==> src/rtl/adc_pkg.sv <==
// adc_pkg: shared types and elaboration helpers for the multi-channel ADC reader.
// The ADC_TEST_PATTERN_EN macro selects the test-pattern data source in adc_multi_read.
package adc_pkg;

    typedef enum logic [1:0] {
        IDLE,
        CONV,
        SHIFT,
        WAIT
    } adc_state_e;

    // Width of a down-counter that has to hold values 0 .. n-1. The result is never below 1 bit.
    function automatic int cnt_w(input int n);
        return (n <= 2) ? 1 : $clog2(n);
    endfunction

    // The frame must fit the conversion, the full SCK burst, the commit cycle and one spare cycle.
    function automatic bit frame_len_ok(input int conv_cyc, input int sck_div,
                                        input int data_w, input int frame_cyc);
        return (sck_div >= 1) && (conv_cyc >= 1) && (data_w >= 2) &&
               (frame_cyc >= conv_cyc + 2 * sck_div * data_w + 2);
    endfunction

endpackage

==> src/rtl/adc_shift_lane.sv <==
// adc_shift_lane: one MISO lane. It is a DATA_W-bit shift register that takes the MSB first.
module adc_shift_lane #(
    parameter int DATA_W = 16
) (
    input  logic              clk_adc,
    input  logic              rst_n,
    input  logic              shift_en,
    input  logic              bit_i,
    output logic [DATA_W-1:0] word_o
);

    // Shift the lane bit in at the LSB on every SCK rising edge. After DATA_W shifts the first bit sits in the MSB.
    always_ff @(posedge clk_adc) begin
        if (!rst_n) begin
            word_o <= '0;
        end else if (shift_en) begin
            word_o <= {word_o[DATA_W-2:0], bit_i};
        end
    end

endmodule

==> src/rtl/adc_multi_read.sv <==
// adc_multi_read: starts a conversion on N_CH parallel serial ADCs and clocks the results out of them.
// It presents one committed word per channel through a valid/ready register.
// Optional build macro ADC_TEST_PATTERN_EN: when it is defined, each committed word is
// (frame count after the commit + channel index) and the MISO lanes are ignored.
//
// state | meaning
// ------+---------------------------------------------------------------
// IDLE  | pins idle (CNV high, SCK low) and wait for enable_i
// CONV  | CNV held low for CONV_CYC cycles while the ADCs convert
// SHIFT | DATA_W SCK periods, with every lane sampling on SCK rising edges
// WAIT  | frame commits on the first cycle, then pad out to FRAME_CYC
module adc_multi_read
    import adc_pkg::*;
#(
    parameter int DATA_W    = 16,
    parameter int N_CH      = 4,
    parameter int SCK_DIV   = 2,
    parameter int CONV_CYC  = 40,
    parameter int FRAME_CYC = 200
) (
    input  logic                   clk_adc,
    input  logic                   rst_n,
    input  logic                   enable_i,
    input  logic [N_CH-1:0]        adc_miso_i,
    output logic                   adc_sck_o,
    output logic                   adc_cnv_n_o,
    output logic [N_CH*DATA_W-1:0] data_o,
    output logic                   valid_o,
    input  logic                   ready_i,
    output logic                   overrun_o,
    output logic [15:0]            frame_cnt_o
);

    localparam int CONV_W = cnt_w(CONV_CYC);
    localparam int DIV_W  = cnt_w(SCK_DIV);
    localparam int BIT_W  = cnt_w(DATA_W);
    localparam int FRM_W  = cnt_w(FRAME_CYC);

    if (!frame_len_ok(CONV_CYC, SCK_DIV, DATA_W, FRAME_CYC)) begin : g_bad_cfg
        $error("adc_multi_read: FRAME_CYC must be at least CONV_CYC + 2*SCK_DIV*DATA_W + 2");
    end

    adc_state_e             state;
    logic [CONV_W-1:0]      conv_cnt;
    logic [DIV_W-1:0]       div_cnt;
    logic [BIT_W-1:0]       bit_cnt;
    logic [FRM_W-1:0]       frame_tmr;
    logic                   sck_q;
    logic                   cnv_n_q;
    logic                   commit_q;
    logic                   shift_en;
    logic [N_CH*DATA_W-1:0] frame_word;
    logic [N_CH*DATA_W-1:0] data_q;
    logic                   valid_q;
    logic                   overrun_q;
    logic [15:0]            frame_cnt_q;

    // Lanes sample on the clk edge that drives SCK from 0 to 1.
    assign shift_en = (state == SHIFT) && (div_cnt == '0) && !sck_q;

    // Frame sequencer. The frame timer counts down from FRAME_CYC-1, so the frame period is fixed
    // no matter how long SHIFT takes. commit_q is high for exactly the first WAIT cycle.
    always_ff @(posedge clk_adc) begin
        if (!rst_n) begin
            state     <= IDLE;
            conv_cnt  <= '0;
            div_cnt   <= '0;
            bit_cnt   <= '0;
            frame_tmr <= '0;
            sck_q     <= 1'b0;
            cnv_n_q   <= 1'b1;
            commit_q  <= 1'b0;
        end else begin
            commit_q <= 1'b0;
            if (frame_tmr != '0) begin
                frame_tmr <= frame_tmr - FRM_W'(1);
            end
            unique case (state)
                IDLE: begin
                    if (enable_i) begin
                        state     <= CONV;
                        cnv_n_q   <= 1'b0;
                        conv_cnt  <= CONV_W'(CONV_CYC - 1);
                        frame_tmr <= FRM_W'(FRAME_CYC - 1);
                    end
                end
                CONV: begin
                    if (conv_cnt == '0) begin
                        state   <= SHIFT;
                        cnv_n_q <= 1'b1;
                        div_cnt <= DIV_W'(SCK_DIV - 1);
                        bit_cnt <= BIT_W'(DATA_W - 1);
                    end else begin
                        conv_cnt <= conv_cnt - CONV_W'(1);
                    end
                end
                SHIFT: begin
                    if (div_cnt == '0) begin
                        div_cnt <= DIV_W'(SCK_DIV - 1);
                        sck_q   <= !sck_q;
                        if (sck_q) begin
                            if (bit_cnt == '0) begin
                                state    <= WAIT;
                                commit_q <= 1'b1;
                            end else begin
                                bit_cnt <= bit_cnt - BIT_W'(1);
                            end
                        end
                    end else begin
                        div_cnt <= div_cnt - DIV_W'(1);
                    end
                end
                WAIT: begin
                    if (frame_tmr == '0) begin
                        if (enable_i) begin
                            state     <= CONV;
                            cnv_n_q   <= 1'b0;
                            conv_cnt  <= CONV_W'(CONV_CYC - 1);
                            frame_tmr <= FRM_W'(FRAME_CYC - 1);
                        end else begin
                            state <= IDLE;
                        end
                    end
                end
                default: state <= IDLE;
            endcase
        end
    end

`ifdef ADC_TEST_PATTERN_EN
    logic [15:0] cnt_next;

    assign cnt_next = frame_cnt_q + 16'd1;

    // Test pattern: each channel word is the post-commit frame count offset by the channel index.
    always_comb begin
        frame_word = '0;
        for (int k = 0; k < N_CH; k++) begin
            frame_word[k*DATA_W +: DATA_W] = DATA_W'(cnt_next) + DATA_W'(k);
        end
    end
`else
    for (genvar k = 0; k < N_CH; k++) begin : g_lane
        adc_shift_lane #(
            .DATA_W(DATA_W)
        ) u_lane (
            .clk_adc  (clk_adc),
            .rst_n    (rst_n),
            .shift_en (shift_en),
            .bit_i    (adc_miso_i[k]),
            .word_o   (frame_word[k*DATA_W +: DATA_W])
        );
    end
`endif

    // Output register. A commit that finds an unconsumed word drops the new frame and sets the sticky overrun.
    // A commit in the same cycle as a transfer loads the new frame.
    always_ff @(posedge clk_adc) begin
        if (!rst_n) begin
            data_q      <= '0;
            valid_q     <= 1'b0;
            overrun_q   <= 1'b0;
            frame_cnt_q <= '0;
        end else if (commit_q) begin
            frame_cnt_q <= frame_cnt_q + 16'd1;
            if (valid_q && !ready_i) begin
                overrun_q <= 1'b1;
            end else begin
                data_q  <= frame_word;
                valid_q <= 1'b1;
            end
        end else if (valid_q && ready_i) begin
            valid_q <= 1'b0;
        end
    end

    assign adc_sck_o   = sck_q;
    assign adc_cnv_n_o = cnv_n_q;
    assign data_o      = data_q;
    assign valid_o     = valid_q;
    assign overrun_o   = overrun_q;
    assign frame_cnt_o = frame_cnt_q;

endmodule
==> config.mk <==
export PLATFORM = sky130hd
export DESIGN_NAME = adc_multi_read
export DESIGN_NICKNAME = d
export VERILOG_FILES = /design/src/rtl/adc_pkg.sv /design/src/rtl/adc_shift_lane.sv /design/src/rtl/adc_multi_read.sv
export SDC_FILE = /design/constraint.sdc
export NUM_CORES = 1
export LEC_CHECK = 0
export ABC_AREA = 1
export CAP_MARGIN = 20
export CELL_PAD_IN_SITES_DETAIL_PLACEMENT = 0
export CELL_PAD_IN_SITES_GLOBAL_PLACEMENT = 1
export CORE_MARGIN = 2
export CORE_UTILIZATION = 40
export CTS_CLUSTER_DIAMETER = 120
export DETAILED_ROUTE_END_ITERATION = 16
export HOLD_SLACK_MARGIN = 0.05
export PLACE_DENSITY_LB_ADDON = 0.1
export SLEW_MARGIN = 20
export SYNTH_ARGS = -nofsm -noshare
export SYNTH_HDL_FRONTEND = slang
export SYNTH_SLANG_ARGS = --single-unit
==> constraint.sdc <==
create_clock -name clk_adc -period 1.8 [get_ports clk_adc]
set_input_delay 0.45 -clock clk_adc [delete_from_list [all_inputs] [get_ports clk_adc]]
set_output_delay 0.45 -clock clk_adc [all_outputs]
set_load 0.01 [all_outputs]
==> impl_metrics.toml, run 1 <==
[cells_and_area]
multi_input_area_um2 = 2909
syn2layout_area_growth_pct = 28.15
fin_area_um2 = 8613
layout.nets = 1003
nFillCells = 1632
seqCellArea_um2 = 3415
layout-drive-gt1-share_pct = 8.517
diodes = 0

[synth]
yosys_register_bits = 170
yosys.area.top_type = "dfxtp_1"
synth_edf_count = 0
synth_nets = 916
synth_ff_type = "dfxtp_1"
synthTopCellsByArea = "dfxtp_1, nor2_1, nand2_1, a21oi_1, nand3_1"
syn-cell-area_um2 = 6721
yosys_warnings = 0
ys_seq_area_share_pct = 50.63
synth.top_cell.area_share_pct = 50.63
async_flop_share_pct = 0
synth_cells = 898
syn_area_per_cell_um2 = 7.485
yosysUniqueCellTypes = 31

[route]
wl_per_cell_um = 13.08
drtIter0Drc = 452
drt_pass1_iterations = 5
drc = 0
dr_total_vias = 6038
wl_mm = 15.94
ant_nets = 0
viasPerCell = 4.957

[die]
initial_core_util_pct = 40.68
core_area_um2 = 16520
fp.dieH_um = 133.6
ios = 92
dieWidth_um = 133.6
fp-row-count = 47
die-area_um2 = 17860

[grt]
grt_pass1_vias = 5670
grt_pass1_wl_mm = 26.80
grt_max_degree = 61
grt-ovfl-total = 0
grt_usage_pct = 18.26
antenna_found_initial = 0

[cts]
cts_buffers = 17
clk_latency_ps = 420
cts-hold-fix-buffers = 0
post-cts-setup-buffer-count = 0
cts-htree-levels = 4
cts_sinks = 170
clk_pin_slew_ps = 70
clockBufferDepth = 2
cts-root-buf = "clkbuf_16"
cts_tree = "yes"

[job]
maxCapViolations = 0

[power_and_ir_drop]
power_density_nw_per_um2 = 1242
ir_drop_uv = 892.8
p_leak_nw = 3.518

[worst_setup_path]
crit_type = "reg2out"
arrival_ps = 1300
cp.required_ps = 1350
path_delay_family = "buffers and inverters"
reg2reg_slack_ps = 190
r2r_cells = 8
endpoint_kind = "primary output"
start_kind = "register"
r2r_start = "frame_tmr[0]"
slowest_stage = "clkdlybuf4s50_1"
crit_fanout = 2
cp_cell_sequence = "clkdlybuf4s50_1"
cpPeakStageDelay_ps = 540
r2r-end = "conv_cnt[0]"
critical_path_buf_inv_count = 1

[placed_design]
port_buffers = 91
dp_hpwl_mm = 10.55
gp_congestion = 0.8002
placed_area_um2 = 7988

[timing]
fmax_mhz = 570.1
fin_skew_ps = 9.073
setup-tns-final_ps = 0
tightest_slew_ps = 416.1
maxSlewHeadroom_pct = 72.22
grt_setup_unrepaired = "false"
drv_slew = 0
fin_crit_sh_pct = 97.44
setup_viol = 0
min_period_ps = 1754
hold_viol = 0

[status]
outcome = "completed"

[worst_hold_path]
hold_class = "reg2reg"
hold_depth = 2
hold_path_startpoint = "g_lane[3].u_lane.word_o[15]"
hold_end = "data_o[63]"
==> cells in the final DEF (no fill, tap or decap), types with 2 or more instances in the layout <==
cell type / n
xor2_1: 4
nor2_4: 4
nand2_1: 155
clkbuf_1: 2
buf_4: 20
clkdlybuf4s50_1: 53
clkbuf_16: 17
xnor2_1: 3
o21a_1: 2
nand2_2: 4
inv_2: 4
dlygate4sd2_1: 21
ha_1: 10
nor3_1: 6
o211ai_1: 2
nor2_1: 163
bufinv_16: 2
o21ai_0: 79
clkbuf_8: 2
a21oi_1: 93
clkinvlp_4: 2
nand3_1: 86
nand4_1: 5
dfxtp_2: 9
nor3_2: 2
inv_6: 5
buf_12: 8
dfxtp_1: 161
inv_1: 47
dlymetal6s2s_1: 16
==> registers in the layout (all words and copies together) (netlist names), 2 cells and up <==
name,flops
frame_cnt_o,16
data_o,64
conv_cnt,6
g_lane.u_lane.word_o,64
state,2
frame_tmr,8
bit_cnt,4
==> layout make-up <==
class	count	area share, %
clock inverters	11	1.540
flip-flops and latches	170	39.64
inverters	51	2.223
repair buffers	119	14.28
well taps	220	3.196
clock buffers	21	5.346
multi-input cells	626	33.77
==> metrics by stage <==
stage                     total power, mW  util, %  setup WS, ps  instances  hold WS, ps
after global routing                11.33    52.12        0.5155       1218        470.1
final                               10.70    52.12         46.04       1218        448.9
after CTS                           10.77    51.83       0.04940       1218        454.6
after detailed placement            7.096    48.34        -58.10       1186        443.8
after global placement              7.024    48.34        -18.58       1186        438.8
after floorplan                     6.300        -         238.6        898        429.7
==> worst max-delay path by stage <==
stage / cells after the start / start / endpoint / slack [ps]
after detailed placement: 8 / enable_i / conv_cnt[1] / -60
after global placement: 7 / ready_i / data_o[2] / -20
final: 1 / data_o[31] / data_o[31] / 50
after CTS: 1 / frame_cnt_o[4] / frame_cnt_o[4] / 0.05
after floorplan: 8 / state[0] / bit_cnt[0] / 240
after global routing: 1 / data_o[50] / data_o[50] / 0.5
==> logic make-up (layout without fill, tap and decap cells) <==
group	Yosys count	after routing	synth area share [%]
buffers and inverters	102	202	6.273
XOR/XNOR	7	7	0.9122
AND/OR/NAND/NOR	428	428	26.53
adder cells (fa/ha/maj)	10	10	1.862
flip-flops	170	170	50.63
AO/OA/AOI/OAI	181	181	13.79
==> where the power goes <==
part	switching, mW	total [mW]	internal (mW)
Sequential	0.223	4.28	4.06
Combinational	1.72	2.74	1.02
Clock	1.53	3.68	2.14
==> synth_stat cells (2+ instances only) <==
| cell | number |
|---|---|
| xor2_1 | 4 |
| dfxtp_1 | 170 |
| clkbuf_1 | 36 |
| inv_1 | 47 |
| ha_1 | 10 |
| o21a_1 | 2 |
| nor2_4 | 4 |
| nor3_1 | 7 |
| nand3_1 | 86 |
| buf_2 | 10 |
| inv_2 | 4 |
| nand4_1 | 5 |
| o211ai_1 | 2 |
| a21oi_1 | 93 |
| o21ai_0 | 79 |
| buf_6 | 3 |
| nand2_1 | 158 |
| nor2_1 | 163 |
| xnor2_1 | 3 |
==> routing by layer <==
| metal | wire length, um | track usage, % | part of all wire [%] | up-vias |
|---|---|---|---|---|
| li1 | - | - | - | 3107 |
| met1 | 7892 | 24.34 | 50 | 2805 |
| met2 | 7290 | 29.35 | 46 | 113 |
| met3 | 587 | 3.767 | 3.7 | 13 |
| met4 | 167 | 6.678 | 1.0 | 0 |
| met5 | 0 | 0 | 0 | - |
==> what timing repair did <==
item / in CTS / in global routing
pin swaps: 0 / 0
endpoints found under the setup margin: 25 / 29
gates resized for setup: 29 / 19
Note: power is estimated with default switching activity, not from simulation.
==> inputs of run 2 (changes only) <==
--- a/config.mk
+++ b/config.mk
@@ -13,9 +13,11 @@
 export CORE_UTILIZATION = 40
 export CTS_CLUSTER_DIAMETER = 120
 export DETAILED_ROUTE_END_ITERATION = 16
+export GPL_ROUTABILITY_DRIVEN = 0
 export HOLD_SLACK_MARGIN = 0.05
 export PLACE_DENSITY_LB_ADDON = 0.1
 export SLEW_MARGIN = 20
 export SYNTH_ARGS = -nofsm -noshare
 export SYNTH_HDL_FRONTEND = slang
+export SYNTH_HIERARCHICAL = 1
 export SYNTH_SLANG_ARGS = --single-unit
==> impl_metrics.toml, run 2 <==
[die]
fp.dieH_um = 138.1
core_area_um2 = 17780
die-area_um2 = 19080
initial_core_util_pct = 40.48
ios = 92
fp-row-count = 49
dieWidth_um = 138.1

[timing]
setup_ws_ps = 44.85
fin_crit_sh_pct = 97.51
hold_viol = 0
tightest_slew_ps = 576.5
grt_setup_unrepaired = "false"
min_period_ps = 1755
fmax_mhz = 569.8
drv_slew = 0
setup_viol = 0
maxSlewHeadroom_pct = 61.57
fin_skew_ps = 9.350
hold_ws_ps = 422.4

[route]
wl_per_cell_um = 11.39
drt_pass1_iterations = 4
drtIter0Drc = 322
viasPerCell = 4.461
drc = 0
wl_mm = 15.31
dr_total_vias = 5996
ant_nets = 0

[cts]
cts-htree-levels = 4
cts_tree = "yes"
cts-hold-fix-buffers = 0
post-cts-setup-buffer-count = 0
clk_latency_ps = 430
clk_pin_slew_ps = 70
cts_buffers = 17
cts_sinks = 170
clockBufferDepth = 2
cts-root-buf = "clkbuf_16"

[placed_design]
placed_area_um2 = 8401
dp_hpwl_mm = 9.857
pre_cts_slack_ps = -29.92
placedCellCount = 1312
port_buffers = 91

[synth]
syn_area_per_cell_um2 = 7.084
synth_cells = 1016
syn-cell-area_um2 = 7197
yosys_warnings = 6
yosysUniqueCellTypes = 39
ys_seq_area_share_pct = 47.29
synth_edf_count = 0
yosys.area.top_type = "dfxtp_1"
yosys_register_bits = 170
synthTopCellsByArea = "dfxtp_1, nor2_1, nand2_1, inv_1, o21ai_0"
synth.top_cell.area_share_pct = 47.29
synth_ff_type = "dfxtp_1"
synthMostInstantiatedCell = "nor2_1"
async_flop_share_pct = 0
synth_nets = 1034
synth_commonest_cells = "nor2_1, nand2_1, dfxtp_1, inv_1, o21ai_0"

[grt]
grt_pass1_vias = 5410
grt-ovfl-total = 0
grt_max_degree = 152
grt_pass1_wl_mm = 26.12
antenna_found_initial = 0
grt_usage_pct = 16.38

[cells_and_area]
final_common_cell = "nor2_1"
final_cells = 1344
fin_area_um2 = 9030
layout_common_cells = "nor2_1, nand2_1, dfxtp_1, inv_1, o21ai_0"
layout-drive-gt1-share_pct = 9.058
diodes = 0
syn2layout_area_growth_pct = 25.47
layout.nets = 1120

[power_and_ir_drop]
total_power_mw = 12.29
p_switching_mw = 4.423
swShare_pct = 36.00
p_leak_nw = 4.434
power_density_nw_per_um2 = 1361
ir_drop_uv = 732.9
pwr-share-comb_pct = 31.6
p_int_mw = 7.865
clockPowerShare_pct = 28.3
p_seq_share_pct = 40.1

[worst_setup_path]
start_kind = "register"
crit_type = "reg2out"
arrival_ps = 1310
path_delay_family = "buffers and inverters"
cpPeakStageDelay_ps = 540
cp.required_ps = 1350
endpoint_kind = "primary output"
critical_path_buf_inv_count = 1
crit_fanout = 2
cp_cell_sequence = "clkdlybuf4s50_1"
slowest_stage = "clkdlybuf4s50_1"

[job]
maxCapViolations = 0

[worst_hold_path]
hold_class = "in2reg"

[status]
outcome = "completed"
-- run 2: what timing repair did --
| item | 4_1_cts | 5_1_grt |
|---|---|---|
| resized for setup | 38 | 43 |
| endpoints found under the setup margin | 34 | 43 |
| pin swaps | 0 | 0 |
-- run 2: power groups by stage --
stage | Combinational [mW] | Clock [mW] | Sequential (mW)
after floorplan | 3.16 | 0 | 4.92
after global placement | 3.89 | 0 | 5.01
after detailed placement | 3.91 | 0 | 5.01
after CTS | 3.92 | 3.60 | 4.93
after global routing | 4.51 | 3.75 | 5.03
final | 3.88 | 3.48 | 4.93
-- run 2: area by class of cell --
type	count	area [um2]
timing repair buffer	111	1254
tap	229	286.5
sequential	170	3413
multi-input combinational	690	3102
fill	1828	8750
clock inverter	15	128.9
clock buffer	17	425.4
inverter	112	420.4
-- run 2: final timing paths --
kind                                 end  slack [ps]                         from  cells after the start
min reg2reg  g_lane[2].u_lane/word_o[15]         470  g_lane[2].u_lane/word_o[15]                      2
min                             state[0]         420                        rst_n                      3
max                           data_o[50]          40                   data_o[50]                      1
max reg2reg                 frame_tmr[5]         200                     state[1]                      7
-- run 2: per-layer routing --
metal | GRT usage (%) | up-vias | part of all wire (%)
li1 | - | 3276 | -
met2 | 25.59 | 69 | 43
met4 | 5.747 | 0 | 1.3
met3 | 4.468 | 16 | 4.2
met1 | 21.93 | 2635 | 51
met5 | 0 | - | 0
-- run 2: through the flow --
step | setup TNS, ps | util (%)
floorplan | 0 | -
global placement | -30.20 | 47.25
detailed placement | -29.92 | 47.25
CTS | 0 | 50.18
global route | 0 | 50.79
finish | 0 | 50.79
-- run 2: logic make-up (layout without fill, tap and decap cells) --
kind of cell,count (synthesis),after routing,share of synthesized area (%)
compound gates,116,116,8.571
flops,170,170,47.29
buf+inv,156,255,9.857
simple gates,556,556,31.57
fa+ha+maj,10,10,1.739
xor+xnor,8,8,0.9735
